File: src/rtl/bounce_pkg.sv
// Shared widths, update-FSM encoding and per-ball reset values for the
// bounce sprite engine.
package bounce_pkg;

    localparam int POS_W   = 10;
    localparam int VEL_W   = 4;
    localparam int SUM_W   = 21;
    localparam int RGB_W   = 6;
    localparam int FRAME_W = 10;

    typedef enum logic [0:0] {
        ST_IDLE   = 1'b0,
        ST_UPDATE = 1'b1
    } upd_state_t;

    // Balls start in a row, spaced one diameter plus an 8-pixel gap apart.
    function automatic logic [POS_W-1:0] reset_pos_x(input int idx, input int radius);
        return POS_W'(radius + 32'sd1 + idx * (32'sd2 * radius + 32'sd8));
    endfunction

    function automatic logic [POS_W-1:0] reset_pos_y(input int v_active);
        return POS_W'(v_active / 32'sd2);
    endfunction

    function automatic logic [VEL_W-1:0] reset_vel_x(input int idx);
        int mag;
        mag = 32'sd1 + (idx % 32'sd3);
        return ((idx % 32'sd2) == 32'sd1) ? VEL_W'(-mag) : VEL_W'(mag);
    endfunction

    function automatic logic [VEL_W-1:0] reset_vel_y(input int idx);
        int mag;
        mag = 32'sd1 + ((idx + 32'sd1) % 32'sd3);
        return ((idx % 32'sd4) >= 32'sd2) ? VEL_W'(-mag) : VEL_W'(mag);
    endfunction

endpackage

File: src/rtl/bounce_sprite_engine_if.sv
// Video-side bundle of the sprite engine: timing/control in, pixel stream,
// delayed syncs and status out.
interface bounce_sprite_engine_if;
    import bounce_pkg::*;

    logic [POS_W-1:0]   hpos;
    logic [POS_W-1:0]   vpos;
    logic               display_on;
    logic               hsync_in;
    logic               vsync_in;
    logic               pause;
    logic [RGB_W-1:0]   rgb;
    logic               hsync_out;
    logic               vsync_out;
    logic               busy;
    logic [FRAME_W-1:0] frame_count;

    modport master (
        output hpos, vpos, display_on, hsync_in, vsync_in, pause,
        input  rgb, hsync_out, vsync_out, busy, frame_count
    );

    modport slave (
        input  hpos, vpos, display_on, hsync_in, vsync_in, pause,
        output rgb, hsync_out, vsync_out, busy, frame_count
    );

endinterface

File: src/rtl/bounce_axis_step.sv
// One-axis move with wall bounce: advances a position by its velocity and
// clamps/reflects against [RADIUS, LIMIT-1-RADIUS].
module bounce_axis_step
    import bounce_pkg::*;
#(
    parameter int LIMIT  = 640,
    parameter int RADIUS = 16
) (
    input  logic [POS_W-1:0] i_pos,
    input  logic [VEL_W-1:0] i_vel,
    output logic [POS_W-1:0] o_pos,
    output logic [VEL_W-1:0] o_vel
);

    localparam logic signed [11:0] LO_BOUND = 12'(RADIUS);
    localparam logic signed [11:0] HI_BOUND = 12'(LIMIT - 1 - RADIUS);
    localparam logic [POS_W-1:0]   LO_POS   = POS_W'(RADIUS);
    localparam logic [POS_W-1:0]   HI_POS   = POS_W'(LIMIT - 1 - RADIUS);

    logic signed [11:0] w_next;
    logic               w_moving_neg;
    logic               w_moving_pos;
    logic [VEL_W-1:0]   w_vel_flip;

    assign w_next       = $signed({2'b00, i_pos})
                        + $signed({{(12-VEL_W){i_vel[VEL_W-1]}}, i_vel});
    assign w_moving_neg = i_vel[VEL_W-1];
    assign w_moving_pos = ~i_vel[VEL_W-1] & (i_vel != {VEL_W{1'b0}});
    assign w_vel_flip   = {VEL_W{1'b0}} - i_vel;

    // Bounce: clamp to the wall and reverse direction on overshoot.
    always_comb begin
        o_pos = w_next[POS_W-1:0];
        o_vel = i_vel;
        if (w_moving_neg && (w_next < LO_BOUND)) begin
            o_pos = LO_POS;
            o_vel = w_vel_flip;
        end else if (w_moving_pos && (w_next > HI_BOUND)) begin
            o_pos = HI_POS;
            o_vel = w_vel_flip;
        end else begin
            o_pos = w_next[POS_W-1:0];
            o_vel = i_vel;
        end
    end

endmodule

File: src/rtl/bounce_sprite_engine.sv
// Multi-ball renderer: moves NUM_BALLS sprites once per frame during vertical
// blanking and composites them over a stripe background into a registered RGB stream.
module bounce_sprite_engine
    import bounce_pkg::*;
#(
    parameter int NUM_BALLS       = 4,
    parameter int RADIUS          = 16,
    parameter int H_ACTIVE        = 640,
    parameter int V_ACTIVE        = 480,
    parameter int SYNC_ACTIVE_LOW = 1,
    // ball 0 yellow, ball 1 white, balls 2 and 3 magenta
    parameter logic [RGB_W*NUM_BALLS-1:0] BALL_COLORS = 24'hCF_3F_FC
) (
    input  logic                   clk,
    input  logic                   reset,
    bounce_sprite_engine_if.slave  bus
);

    localparam int               IDX_W     = (NUM_BALLS > 1) ? $clog2(NUM_BALLS) : 1;
    localparam logic [IDX_W-1:0] LAST_IDX  = IDX_W'(NUM_BALLS - 1);
    localparam logic [SUM_W-1:0] R_SQ      = SUM_W'(RADIUS * RADIUS);
    localparam logic             SYNC_IDLE = (SYNC_ACTIVE_LOW != 0) ? 1'b1 : 1'b0;

    upd_state_t                     r_state;
    upd_state_t                     w_state_nxt;
    logic [IDX_W-1:0]               r_idx;
    logic [IDX_W-1:0]               w_idx_nxt;
    logic [FRAME_W-1:0]             r_frame_count;
    logic [FRAME_W-1:0]             w_fc_nxt;

    logic                           r_vs_act_d;
    logic                           w_vs_act;
    logic                           w_tick;

    logic [NUM_BALLS-1:0][POS_W-1:0] r_pos_x;
    logic [NUM_BALLS-1:0][POS_W-1:0] r_pos_y;
    logic [NUM_BALLS-1:0][VEL_W-1:0] r_vel_x;
    logic [NUM_BALLS-1:0][VEL_W-1:0] r_vel_y;

    logic [POS_W-1:0]               w_cur_pos_x;
    logic [POS_W-1:0]               w_cur_pos_y;
    logic [VEL_W-1:0]               w_cur_vel_x;
    logic [VEL_W-1:0]               w_cur_vel_y;
    logic [POS_W-1:0]               w_step_pos_x;
    logic [POS_W-1:0]               w_step_pos_y;
    logic [VEL_W-1:0]               w_step_vel_x;
    logic [VEL_W-1:0]               w_step_vel_y;

    logic [NUM_BALLS:0][RGB_W-1:0]  w_chain;
    logic [4:0]                     w_vsum_lo;
    logic [RGB_W-1:0]               w_bg;

    logic [RGB_W-1:0]               r_rgb;
    logic                           r_hsync_out;
    logic                           r_vsync_out;

    assign w_vs_act = (SYNC_ACTIVE_LOW != 0) ? ~bus.vsync_in : bus.vsync_in;
    assign w_tick   = w_vs_act & ~r_vs_act_d;

    // Previous vsync level; resets "active" so a vsync already asserted at reset release is not a tick.
    always_ff @(posedge clk or posedge reset) begin
        if (reset) begin
            r_vs_act_d <= 1'b1;
        end else begin
            r_vs_act_d <= w_vs_act;
        end
    end

    // Update FSM state, ball index and frame counter registers.
    always_ff @(posedge clk or posedge reset) begin
        if (reset) begin
            r_state       <= ST_IDLE;
            r_idx         <= {IDX_W{1'b0}};
            r_frame_count <= {FRAME_W{1'b0}};
        end else begin
            r_state       <= w_state_nxt;
            r_idx         <= w_idx_nxt;
            r_frame_count <= w_fc_nxt;
        end
    end

    // Next-state: a non-paused tick starts a sweep over all balls, one per clock.
    always_comb begin
        w_state_nxt = r_state;
        w_idx_nxt   = r_idx;
        w_fc_nxt    = r_frame_count;
        case (r_state)
            ST_IDLE: begin
                if (w_tick && !bus.pause) begin
                    w_state_nxt = ST_UPDATE;
                    w_idx_nxt   = {IDX_W{1'b0}};
                    w_fc_nxt    = r_frame_count + 10'd1;
                end else begin
                    w_state_nxt = ST_IDLE;
                end
            end
            ST_UPDATE: begin
                if (r_idx == LAST_IDX) begin
                    w_state_nxt = ST_IDLE;
                    w_idx_nxt   = {IDX_W{1'b0}};
                end else begin
                    w_idx_nxt   = r_idx + IDX_W'(1);
                end
            end
            default: begin
                w_state_nxt = ST_IDLE;
                w_idx_nxt   = {IDX_W{1'b0}};
            end
        endcase
    end

    assign w_cur_pos_x = r_pos_x[r_idx];
    assign w_cur_pos_y = r_pos_y[r_idx];
    assign w_cur_vel_x = r_vel_x[r_idx];
    assign w_cur_vel_y = r_vel_y[r_idx];

    bounce_axis_step #(
        .LIMIT  (H_ACTIVE),
        .RADIUS (RADIUS)
    ) u_step_x (
        .i_pos (w_cur_pos_x),
        .i_vel (w_cur_vel_x),
        .o_pos (w_step_pos_x),
        .o_vel (w_step_vel_x)
    );

    bounce_axis_step #(
        .LIMIT  (V_ACTIVE),
        .RADIUS (RADIUS)
    ) u_step_y (
        .i_pos (w_cur_pos_y),
        .i_vel (w_cur_vel_y),
        .o_pos (w_step_pos_y),
        .o_vel (w_step_vel_y)
    );

    // Ball state: only the ball selected by r_idx is written during a sweep.
    always_ff @(posedge clk or posedge reset) begin
        if (reset) begin
            for (int i = 0; i < NUM_BALLS; i++) begin
                r_pos_x[i] <= reset_pos_x(i, RADIUS);
                r_pos_y[i] <= reset_pos_y(V_ACTIVE);
                r_vel_x[i] <= reset_vel_x(i);
                r_vel_y[i] <= reset_vel_y(i);
            end
        end else if (r_state == ST_UPDATE) begin
            for (int i = 0; i < NUM_BALLS; i++) begin
                if (r_idx == IDX_W'(i)) begin
                    r_pos_x[i] <= w_step_pos_x;
                    r_pos_y[i] <= w_step_pos_y;
                    r_vel_x[i] <= w_step_vel_x;
                    r_vel_y[i] <= w_step_vel_y;
                end
            end
        end
    end

    // Bit 4 of (vpos + frame_count) only depends on the low five bits of each operand.
    assign w_vsum_lo           = bus.vpos[4:0] + r_frame_count[4:0];
    assign w_bg                = {4'b0000, bus.hpos[7], w_vsum_lo[4]};
    assign w_chain[NUM_BALLS]  = w_bg;

    for (genvar g = 0; g < NUM_BALLS; g++) begin : g_ball
        logic [POS_W-1:0] w_dx;
        logic [POS_W-1:0] w_dy;
        logic [SUM_W-1:0] w_dx_ext;
        logic [SUM_W-1:0] w_dy_ext;
        logic [SUM_W-1:0] w_dist_sq;

        assign w_dx      = (bus.hpos >= r_pos_x[g]) ? (bus.hpos - r_pos_x[g]) : (r_pos_x[g] - bus.hpos);
        assign w_dy      = (bus.vpos >= r_pos_y[g]) ? (bus.vpos - r_pos_y[g]) : (r_pos_y[g] - bus.vpos);
        assign w_dx_ext  = {{(SUM_W-POS_W){1'b0}}, w_dx};
        assign w_dy_ext  = {{(SUM_W-POS_W){1'b0}}, w_dy};
        assign w_dist_sq = (w_dx_ext * w_dx_ext) + (w_dy_ext * w_dy_ext);
        // Chained from the top index down, so the lowest-index hit ends up in w_chain[0].
        assign w_chain[g] = (w_dist_sq < R_SQ) ? BALL_COLORS[RGB_W*g +: RGB_W] : w_chain[g+1];
    end

    // Output stage: pixel colour and syncs share one register stage.
    always_ff @(posedge clk or posedge reset) begin
        if (reset) begin
            r_rgb       <= {RGB_W{1'b0}};
            r_hsync_out <= SYNC_IDLE;
            r_vsync_out <= SYNC_IDLE;
        end else begin
            r_rgb       <= bus.display_on ? w_chain[0] : {RGB_W{1'b0}};
            r_hsync_out <= bus.hsync_in;
            r_vsync_out <= bus.vsync_in;
        end
    end

    assign bus.rgb         = r_rgb;
    assign bus.hsync_out   = r_hsync_out;
    assign bus.vsync_out   = r_vsync_out;
    assign bus.busy        = (r_state == ST_UPDATE);
    assign bus.frame_count = r_frame_count;

endmodule

File: src/flat_wrapper.sv
// flat-port wrapper written by rule: the top's interface ports become plain ports
module bounce_sprite_engine_flat import bounce_pkg::*;
#(
    parameter int NUM_BALLS       = 4,
    parameter int RADIUS          = 16,
    parameter int H_ACTIVE        = 640,
    parameter int V_ACTIVE        = 480,
    parameter int SYNC_ACTIVE_LOW = 1,
                                                         
    parameter logic [RGB_W*NUM_BALLS-1:0] BALL_COLORS = 24'hCF_3F_FC
)
  (clk, reset, bus_hpos, bus_vpos, bus_display_on, bus_hsync_in, bus_vsync_in, bus_pause, bus_rgb, bus_hsync_out, bus_vsync_out, bus_busy, bus_frame_count);
  bounce_sprite_engine_if bus_i ();
  input  logic clk;
  input  logic reset;
  input wire logic [$bits(bus_i.hpos)-1:0] bus_hpos;
  input wire logic [$bits(bus_i.vpos)-1:0] bus_vpos;
  input wire logic [$bits(bus_i.display_on)-1:0] bus_display_on;
  input wire logic [$bits(bus_i.hsync_in)-1:0] bus_hsync_in;
  input wire logic [$bits(bus_i.vsync_in)-1:0] bus_vsync_in;
  input wire logic [$bits(bus_i.pause)-1:0] bus_pause;
  output wire logic [$bits(bus_i.rgb)-1:0] bus_rgb;
  output wire logic [$bits(bus_i.hsync_out)-1:0] bus_hsync_out;
  output wire logic [$bits(bus_i.vsync_out)-1:0] bus_vsync_out;
  output wire logic [$bits(bus_i.busy)-1:0] bus_busy;
  output wire logic [$bits(bus_i.frame_count)-1:0] bus_frame_count;
  assign bus_i.hpos = bus_hpos;
  assign bus_i.vpos = bus_vpos;
  assign bus_i.display_on = bus_display_on;
  assign bus_i.hsync_in = bus_hsync_in;
  assign bus_i.vsync_in = bus_vsync_in;
  assign bus_i.pause = bus_pause;
  assign bus_rgb = bus_i.rgb;
  assign bus_hsync_out = bus_i.hsync_out;
  assign bus_vsync_out = bus_i.vsync_out;
  assign bus_busy = bus_i.busy;
  assign bus_frame_count = bus_i.frame_count;
  bounce_sprite_engine #(.NUM_BALLS(NUM_BALLS), .RADIUS(RADIUS), .H_ACTIVE(H_ACTIVE), .V_ACTIVE(V_ACTIVE), .SYNC_ACTIVE_LOW(SYNC_ACTIVE_LOW), .BALL_COLORS(BALL_COLORS)) u_core (.clk(clk), .reset(reset), .bus(bus_i));
endmodule
File: config.mk
export PLATFORM = sky130hd
export DESIGN_NAME = bounce_sprite_engine_flat
export DESIGN_NICKNAME = d
export VERILOG_FILES = /design/src/rtl/bounce_pkg.sv /design/src/rtl/bounce_sprite_engine_if.sv /design/src/rtl/bounce_axis_step.sv /design/src/rtl/bounce_sprite_engine.sv /design/src/flat_wrapper.sv
export SDC_FILE = /design/constraint.sdc
export NUM_CORES = 2
export LEC_CHECK = 0
export CORE_MARGIN = 2
export CORE_UTILIZATION = 60
export CTS_CLUSTER_SIZE = 40
export DETAILED_ROUTE_END_ITERATION = 10
export GPL_TIMING_DRIVEN = 0
export PLACE_DENSITY = 0.87
export SKIP_LAST_GASP = 1
export SYNTH_ARGS = -nofsm -noshare
export SYNTH_HDL_FRONTEND = slang
export SYNTH_SLANG_ARGS = --single-unit
File: constraint.sdc
create_clock -name clk -period 17.3 [get_ports clk]
set_input_delay 4.325 -clock clk [delete_from_list [all_inputs] [get_ports clk]]
set_output_delay 4.325 -clock clk [all_outputs]
set_load 0.01 [all_outputs]
# ---- Word level (Yosys, flattened, before mapping)
# Cells that the tools add are included.
dict set report totals {
  reg_bits 134
  output_inout_bits 19
  word_cells 136
  input_bits 26
}
dict set report classes {
  magnitude_cmp 17
  addsub 27
  n_reduce_logical 14
  n_mux 35
  n_mul 8
  bitwise 8
  n_eq_ne 4
}
# op count
set ops {}
lappend ops {{multiplier 10 x 10 -> 20 bit} 8}
lappend ops {{subtractor 10 bit} 16}
lappend ops {{2-to-1 mux 10 bit} 14}
lappend ops {{adder 21 bit} 4}
lappend ops {{less-than comparator 21 x 9 -> 1 bit (second input constant)} 4}
lappend ops {{>= comparator 10 bit} 8}
lappend ops {{binary-select mux 10 bit (select 2 bit)} 2}
lappend ops {{2-to-1 mux 6 bit} 5}
lappend ops {{adder 11 x 4 -> 12 bit} 2}
lappend ops {{less-than comparator 12 x 6 -> 1 bit (second input constant)} 2}
lappend ops {{2-to-1 mux 4 bit} 6}
lappend ops {{binary-select mux 4 bit (select 2 bit)} 2}
lappend ops {{greater-than comparator 12 x 10 -> 1 bit (second input constant)} 1}
lappend ops {{greater-than comparator 12 x 11 -> 1 bit (second input constant)} 1}
lappend ops {{adder 10 x 1 -> 10 bit (second input constant)} 1}
lappend ops {{AND reduction 2 bit} 5}
lappend ops {{nonzero test 4 bit} 2}
lappend ops {{subtractor 1 x 4 -> 4 bit (first input constant)} 2}
lappend ops {{adder 5 bit} 1}
lappend ops {{logical AND 1 bit} 5}
lappend ops {{NOT 1 bit} 5}
lappend ops {{== test 2 bit (second input constant)} 2}
lappend ops {{2-to-1 mux 2 bit} 2}
lappend ops {{one-hot mux 2 bit (2 select lines)} 1}
lappend ops {{other kinds (9)} 12}

# ---- Longest topological paths before layout
dict set report logic_depth {
  word_depth 10
  ltp_mapped 48
  mapped_depth_nobuf 47
}

# ---- Modules after synthesis
# From an unflattened synthesis, not the netlist that was laid out.
dict set report hier_totals {
  cells_unflattened 3929
  hier_area_um2 36565.1
}
# module instances area_each_um2 cells_each seq_area_each_um2
set by_module_without_submodules {}
lappend by_module_without_submodules {bounce_sprite_engine 1 34688.3 3684 3367.0}
lappend by_module_without_submodules {{bounce_axis_step (u_core.u_step_x)} 1 950.9 129 0.0}
lappend by_module_without_submodules {{bounce_axis_step (u_core.u_step_y)} 1 925.9 116 0.0}

# ---- Least setup slack after synthesis
# OpenSTA, ideal clock, no wires.
dict set report synth_timing {
  path_kind {input to register}
  from {input bus_vpos[1]}
  to {register u_core.r_rgb[0], in the netlist u_core.bus.rgb[0]}
  setup_time_ps 67
  n_path_buf 2
  arrival_time_ps 13871
  slack_ps 3363
  path_stages 44
  required_ps 17233
  cell_sequence {inv_1 ha_1 and4_1 or3b_4 nand4_1 a21oi_1 clkbuf_1 mux2i_1 o21ai_0 a31oi_1 o21bai_1 a21boi_0 xor2_1 clkbuf_1 nor2_1 fa_1 inv_1 fa_1 [8 not listed] nand2_1 a41o_1 o41a_1 a41o_1 or4_4 a31o_1 a21oi_2 xnor2_1 ha_1 and2_1 nand3_1 o21ai_0 inv_1 o221ai_1 nor3_1 nand4_1 o41ai_1 o31a_1}
}
dict set report synth_via {
  elab_chain_cells 10
  word_cells_on_any_way 34
  classes_between {13 x add/sub; 4 x mul; 8 x order compare; 9 x mux}
}
# item line
set synth_lines {}
lappend synth_lines {{from (decl)} flat_wrapper.sv:17} ;# input wire logic [$bits(bus_i.vpos)-1:0] bus_vpos;
lappend synth_lines {{subtractor 10 bit / >= comparator 10 bit (equally long branches)} bounce_sprite_engine.sv:171} ;# assign w_dy = (bus.vpos >= r_pos_y[g]) ? (bus.vpos - r_pos_y[g]) : (r_pos_y[g] - bus.vpos);
lappend synth_lines {{2-to-1 mux 10 bit} bounce_sprite_engine.sv:171}
lappend synth_lines {{multiplier 10 x 10 -> 20 bit} bounce_sprite_engine.sv:174} ;# assign w_dist_sq = (w_dx_ext * w_dx_ext) + (w_dy_ext * w_dy_ext);
lappend synth_lines {{adder 21 bit} bounce_sprite_engine.sv:174}
lappend synth_lines {{less-than comparator 21 x 9 -> 1 bit} bounce_sprite_engine.sv:176} ;# assign w_chain[g] = (w_dist_sq < R_SQ) ? BALL_COLORS[RGB_W*g +: RGB_W] : w_chain[g+1];
lappend synth_lines {{2-to-1 mux 6 bit (3 in a row)} bounce_sprite_engine.sv:176}
lappend synth_lines {{2-to-1 mux 6 bit *} bounce_sprite_engine.sv:176}
lappend synth_lines {{2-to-1 mux 6 bit *} bounce_sprite_engine.sv:186} ;# r_rgb <= bus.display_on ? w_chain[0] : {RGB_W{1'b0}};
lappend synth_lines {{to (signal assigned)} bounce_sprite_engine.sv:182} ;# r_rgb <= {RGB_W{1'b0}};
lappend synth_lines {{to (signal assigned)} bounce_sprite_engine.sv:186}
lappend synth_lines {{to (decl)} bounce_sprite_engine.sv:53} ;# logic [RGB_W-1:0] r_rgb;
# Every way passes the cells marked *; elsewhere a longest branch is shown, timed or not.
# A chain may end at the register's enable or synchronous reset.

# ---- Worst setup path in the final report
dict set report layout_timing {
  from {input bus_hpos[2]}
  to {register u_core.r_rgb[0], in the netlist u_core.bus.rgb[0]}
}
dict set report layout_via {
  elab_chain_cells 10
  word_cells_on_any_way 33
  classes_between {12 x add/sub; 4 x mul; 8 x order compare; 9 x mux}
}
# item line
set layout_lines {}
lappend layout_lines {{from (decl)} flat_wrapper.sv:16} ;# input wire logic [$bits(bus_i.hpos)-1:0] bus_hpos;
lappend layout_lines {{subtractor 10 bit / >= comparator 10 bit (equally long branches)} bounce_sprite_engine.sv:170} ;# assign w_dx = (bus.hpos >= r_pos_x[g]) ? (bus.hpos - r_pos_x[g]) : (r_pos_x[g] - bus.hpos);
lappend layout_lines {{2-to-1 mux 10 bit} bounce_sprite_engine.sv:170}
lappend layout_lines {{multiplier 10 x 10 -> 20 bit} bounce_sprite_engine.sv:174}
lappend layout_lines {{adder 21 bit} bounce_sprite_engine.sv:174}
lappend layout_lines {{less-than comparator 21 x 9 -> 1 bit} bounce_sprite_engine.sv:176}
lappend layout_lines {{2-to-1 mux 6 bit (3 in a row)} bounce_sprite_engine.sv:176}
lappend layout_lines {{2-to-1 mux 6 bit *} bounce_sprite_engine.sv:176}
lappend layout_lines {{2-to-1 mux 6 bit *} bounce_sprite_engine.sv:186}
# Marked as above.

==> reports/results.txt <==
The number of nets in the synthesized netlist is 5565. Once detailed placement completed, the half-perimeter wirelength came to 76800 um. The highest-delay cell along the critical path is clkdlybuf4s50_1. The synthesized area per cell is 8.37 um^2. The congestion estimate from routability-driven global placement came to 0.945. TritonCTS built the clock tree.

The maximum clock insertion buffer count came out at 2. The run gives 0 as the final-report hold violation count. The run finished with clean final reports. The initial utilization of the core area, before any placement, comes to 61.0%.

The post-synthesis instance total is 4509, and the combined global-route utilization of all metal layers is 29.3%. During synthesis, Yosys emitted a total of 0 warnings. The remaining number of nets flagged by the antenna check after routing was 0. Post-route minimum period: 16.24 ns. The region available for standard cell placement spans 0.0619 mm^2. For this run, the post-layout net count is 5630. The setup path with the least slack is of type input pin to flop. Worst-path maximum fanout: 10. The count of pins over their slew limit is 0, and the via-per-instance ratio is 5.85.

For the DRC marker count from the first detailed-route iteration, the log shows 2384. Relative slew slack: 16.9%. For the top-level port count, the log shows 45. The tools report the via count of the first global-routing pass as 32500. The H-tree generated during clock tree synthesis spans 4 levels.

Detailed-routing iteration count for the pre-antenna-repair pass: 6. The final routed wire length divided by cell count was 17.1 um; the number of buffer and inverter stages on the critical path was 9. The area added between synthesis and finish is 5.74%. Ranked by total cell area, the synthesized netlist is headed by fa_1 (21%), ha_1 (21%), inv_1 (8.4%).

The number of flops mapped to enable cells by yosys is 0, and the setup total negative slack is 0 ns. The largest stage delay on the critical path was 0.79 ns. Among the stages of the critical path, the cell type that occurs most often is o21ai_0.

The die width was 255 um; the die height was 255 um. The run gives 0 as the final global-route overflow total. The final layout contains routed wiring with a total length of 93000 um. Detailed routing inserted a total of 31700 vias. After floorplanning, the core was divided into 91 placement rows. The kind of cell with the highest combined delay along the critical path is compound AO/OA/AOI/OAI gates.

Type of destination of the critical path: a flop. The biggest area contributor in the post-synthesis netlist is fa_1. In the synthesized netlist the async set-or-reset flop fraction comes to 100%. In this run, post-CTS hold repair placed 0 buffers. In this run, synthesis produced a sequential element count of 132.

For this run, the leading register cell type out of synthesis is dfrtp_1. Entering global routing, the biggest net connects 71 pins. The number of maximum-capacitance constraint violations was 0. Leaving out fill and tap cells, the most frequent cells in the layout are inv_1 (844), ha_1 (628), fa_1 (402), nor2_1 (398), nand2_1 (326). Synthesized area: 0.0378 mm^2.

Data on the critical path arrives at its endpoint at 16.64 ns. The tools report the number of antenna violations at the first check in global routing as 4. In this run the tool buffered the top-level ports with 44 buffer cells. Setup repair after global routing left no endpoint under its margin.

Clock-pin slew was measured on the worst setup and hold paths at 0.07 ns. After layout, the worst path uses 93.9% of the clock period. The share of the synthesized area in the top cell type is 21.3%, and the number of clock sinks seen by CTS is 132.

In the routed design, unresolved DRC markers number 0. Derived from the worst setup path, the maximum achievable clock frequency is 61.6 MHz. For the pin with the worst max-slew slack, the measured transition is 1.24 ns.

The first global-routing pass estimated 156000 um of wire. For the worst-skew pair, the clock arrives at the later sink with an insertion delay of 0.46 ns. Of the cells placed in the final design, the portion with a size suffix greater than 1 is 5.86%. Setup violations remaining at the end of the flow were counted as 0. Summing the sequential cell areas from Yosys gives 8.92% of the chip area.

The number of clock buffers added by TritonCTS is 17. The worst setup path is launched from an input pin. Yosys mapped the design onto 89 distinct sky130hd cell types.

The worst hold path belongs to the class flop to flop. Leaving out fill and tap cells, the most frequent cell in the layout is inv_1. The tools report the library cell used as clock root buffer as clkbuf_16. The area of the die was 0.0649 mm^2; the number of fill cells in the layout was 4996. For the critical path required time, the log shows 17.70 ns.

The maximum clock skew at final layout was 0.0188 ns.
## Yosys cell counts (all sizes together) (60+ instances only)
master and count:
nand2b 80, xnor2 188, a21oi 215, a21o 77, inv 845, ha 628, nand2 327, fa 402
or2 60, nor2 398, xor2 74, mux2 65, o21ai 226, dfrtp 81, clkbuf 93
## layout make-up
type / count / area [um^2] / share of cell area, %
Inverter: 848 / 3190 / 7.99
Timing Repair Buffer: 46 / 493 / 1.23
Tap cell: 837 / 1050 / 2.62
Clock inverter: 13 / 149 / 0.373
Buffer: 104 / 407 / 1.02
Antenna cell: 5 / 12.5 / 0.0313
Sequential cell: 132 / 3370 / 8.43
Multi-Input combinational cell: 3425 / 30800 / 77.2
Clock buffer: 19 / 453 / 1.13
## per-stage QoR
| stage | setup slack [ns] | util, % | hold slack [ns] | cell area [um^2] | std cells |
|---|---|---|---|---|---|
| after floorplan | 3.36 | - | 0.445 | 37800 | 4509 |
| after global placement | 0.379 | 63.4 | 0.458 | 39200 | 5390 |
| after detailed placement | 0.171 | 63.4 | 0.469 | 39300 | 5391 |
| after CTS | 0.593 | 64.4 | 0.484 | 39900 | 5423 |
| after global routing | 0.137 | 64.4 | 0.498 | 39900 | 5427 |
| final | 1.06 | 64.4 | 0.482 | 39900 | 5429 |
## layer usage
| layer | vias to the layer above | GRT usage (%) | wire (um) |
|---|---|---|---|
| met4 | 0 | 12.3 | 3790 |
| met2 | 1086 | 50.3 | 44500 |
| met3 | 243 | 4.81 | 6170 |
| met1 | 15400 | 36.7 | 38600 |
| met5 | - | 0 | 0 |
| li1 | 15000 | - | - |
## worst register-to-register path, delay by kind of cell, from the launching register on
family | cells | cell delay (ns)
simple gates | 4 | 1.20
xor+xnor | 1 | 0.25
compound gates | 22 | 4.36
mux | 1 | 0.32
fa+ha+maj | 9 | 3.85
buf+inv | 8 | 1.10
flops | 1 | 0.58
## final timing paths
kind / from / to / slack, ns / cells after the start
worst min-delay path: u_core.bus.frame_count[9]$_DFFE_PP0P_ / u_core.bus.frame_count[9]$_DFFE_PP0P_ / 0.48 / 1
min in group asynchronous: reset / u_core.bus.frame_count[8]$_DFFE_PP0P_ / 4.32 / 2
worst max-delay path: bus_hpos[2] / u_core.bus.rgb[0]$_DFF_PP0_ / 1.06 / 45
worst max register to register: u_core.r_pos_x[30]$_DFFE_PP1P_ / u_core.bus.rgb[0]$_DFF_PP0_ / 5.60 / 45
worst min register to register: u_core.bus.frame_count[9]$_DFFE_PP0P_ / u_core.bus.frame_count[9]$_DFFE_PP0P_ / 0.48 / 1
max in group asynchronous: reset / u_core.r_pos_x[37]$_DFFE_PP1P_ / 12.14 / 3
## sequential cells by signal (all words and copies together) (netlist names)
name and cells:
u_core.r_vel_x 16, u_core.bus.hsync_out 1, u_core.r_vs_act_d 1, u_core.bus.frame_count 10, u_core.bus.vsync_out 1, u_core.bus.rgb 4
u_core.bus.busy 1, u_core.r_idx 2, u_core.r_pos_y 40, u_core.r_pos_x 40, u_core.r_vel_y 16
## timing repair
item,CTS,global route
setup buffers,0,1
gates resized for setup,0,2
endpoints found under the setup margin,0,3
## cells by family after synthesis
family | after synthesis | synth area share, %
xor gates and xnor gates | 262 | 6.10
adders and majority gates | 1030 | 42.1
AOI/OAI and AO/OA | 834 | 14.1
muxes | 142 | 4.92
DFF | 132 | 8.92
buffers and inverters | 952 | 9.51
and+or+nand+nor | 1157 | 14.3
Power is not shown: default switching activity piles up to over one toggle a cycle in this logic, so the estimate is an artifact.
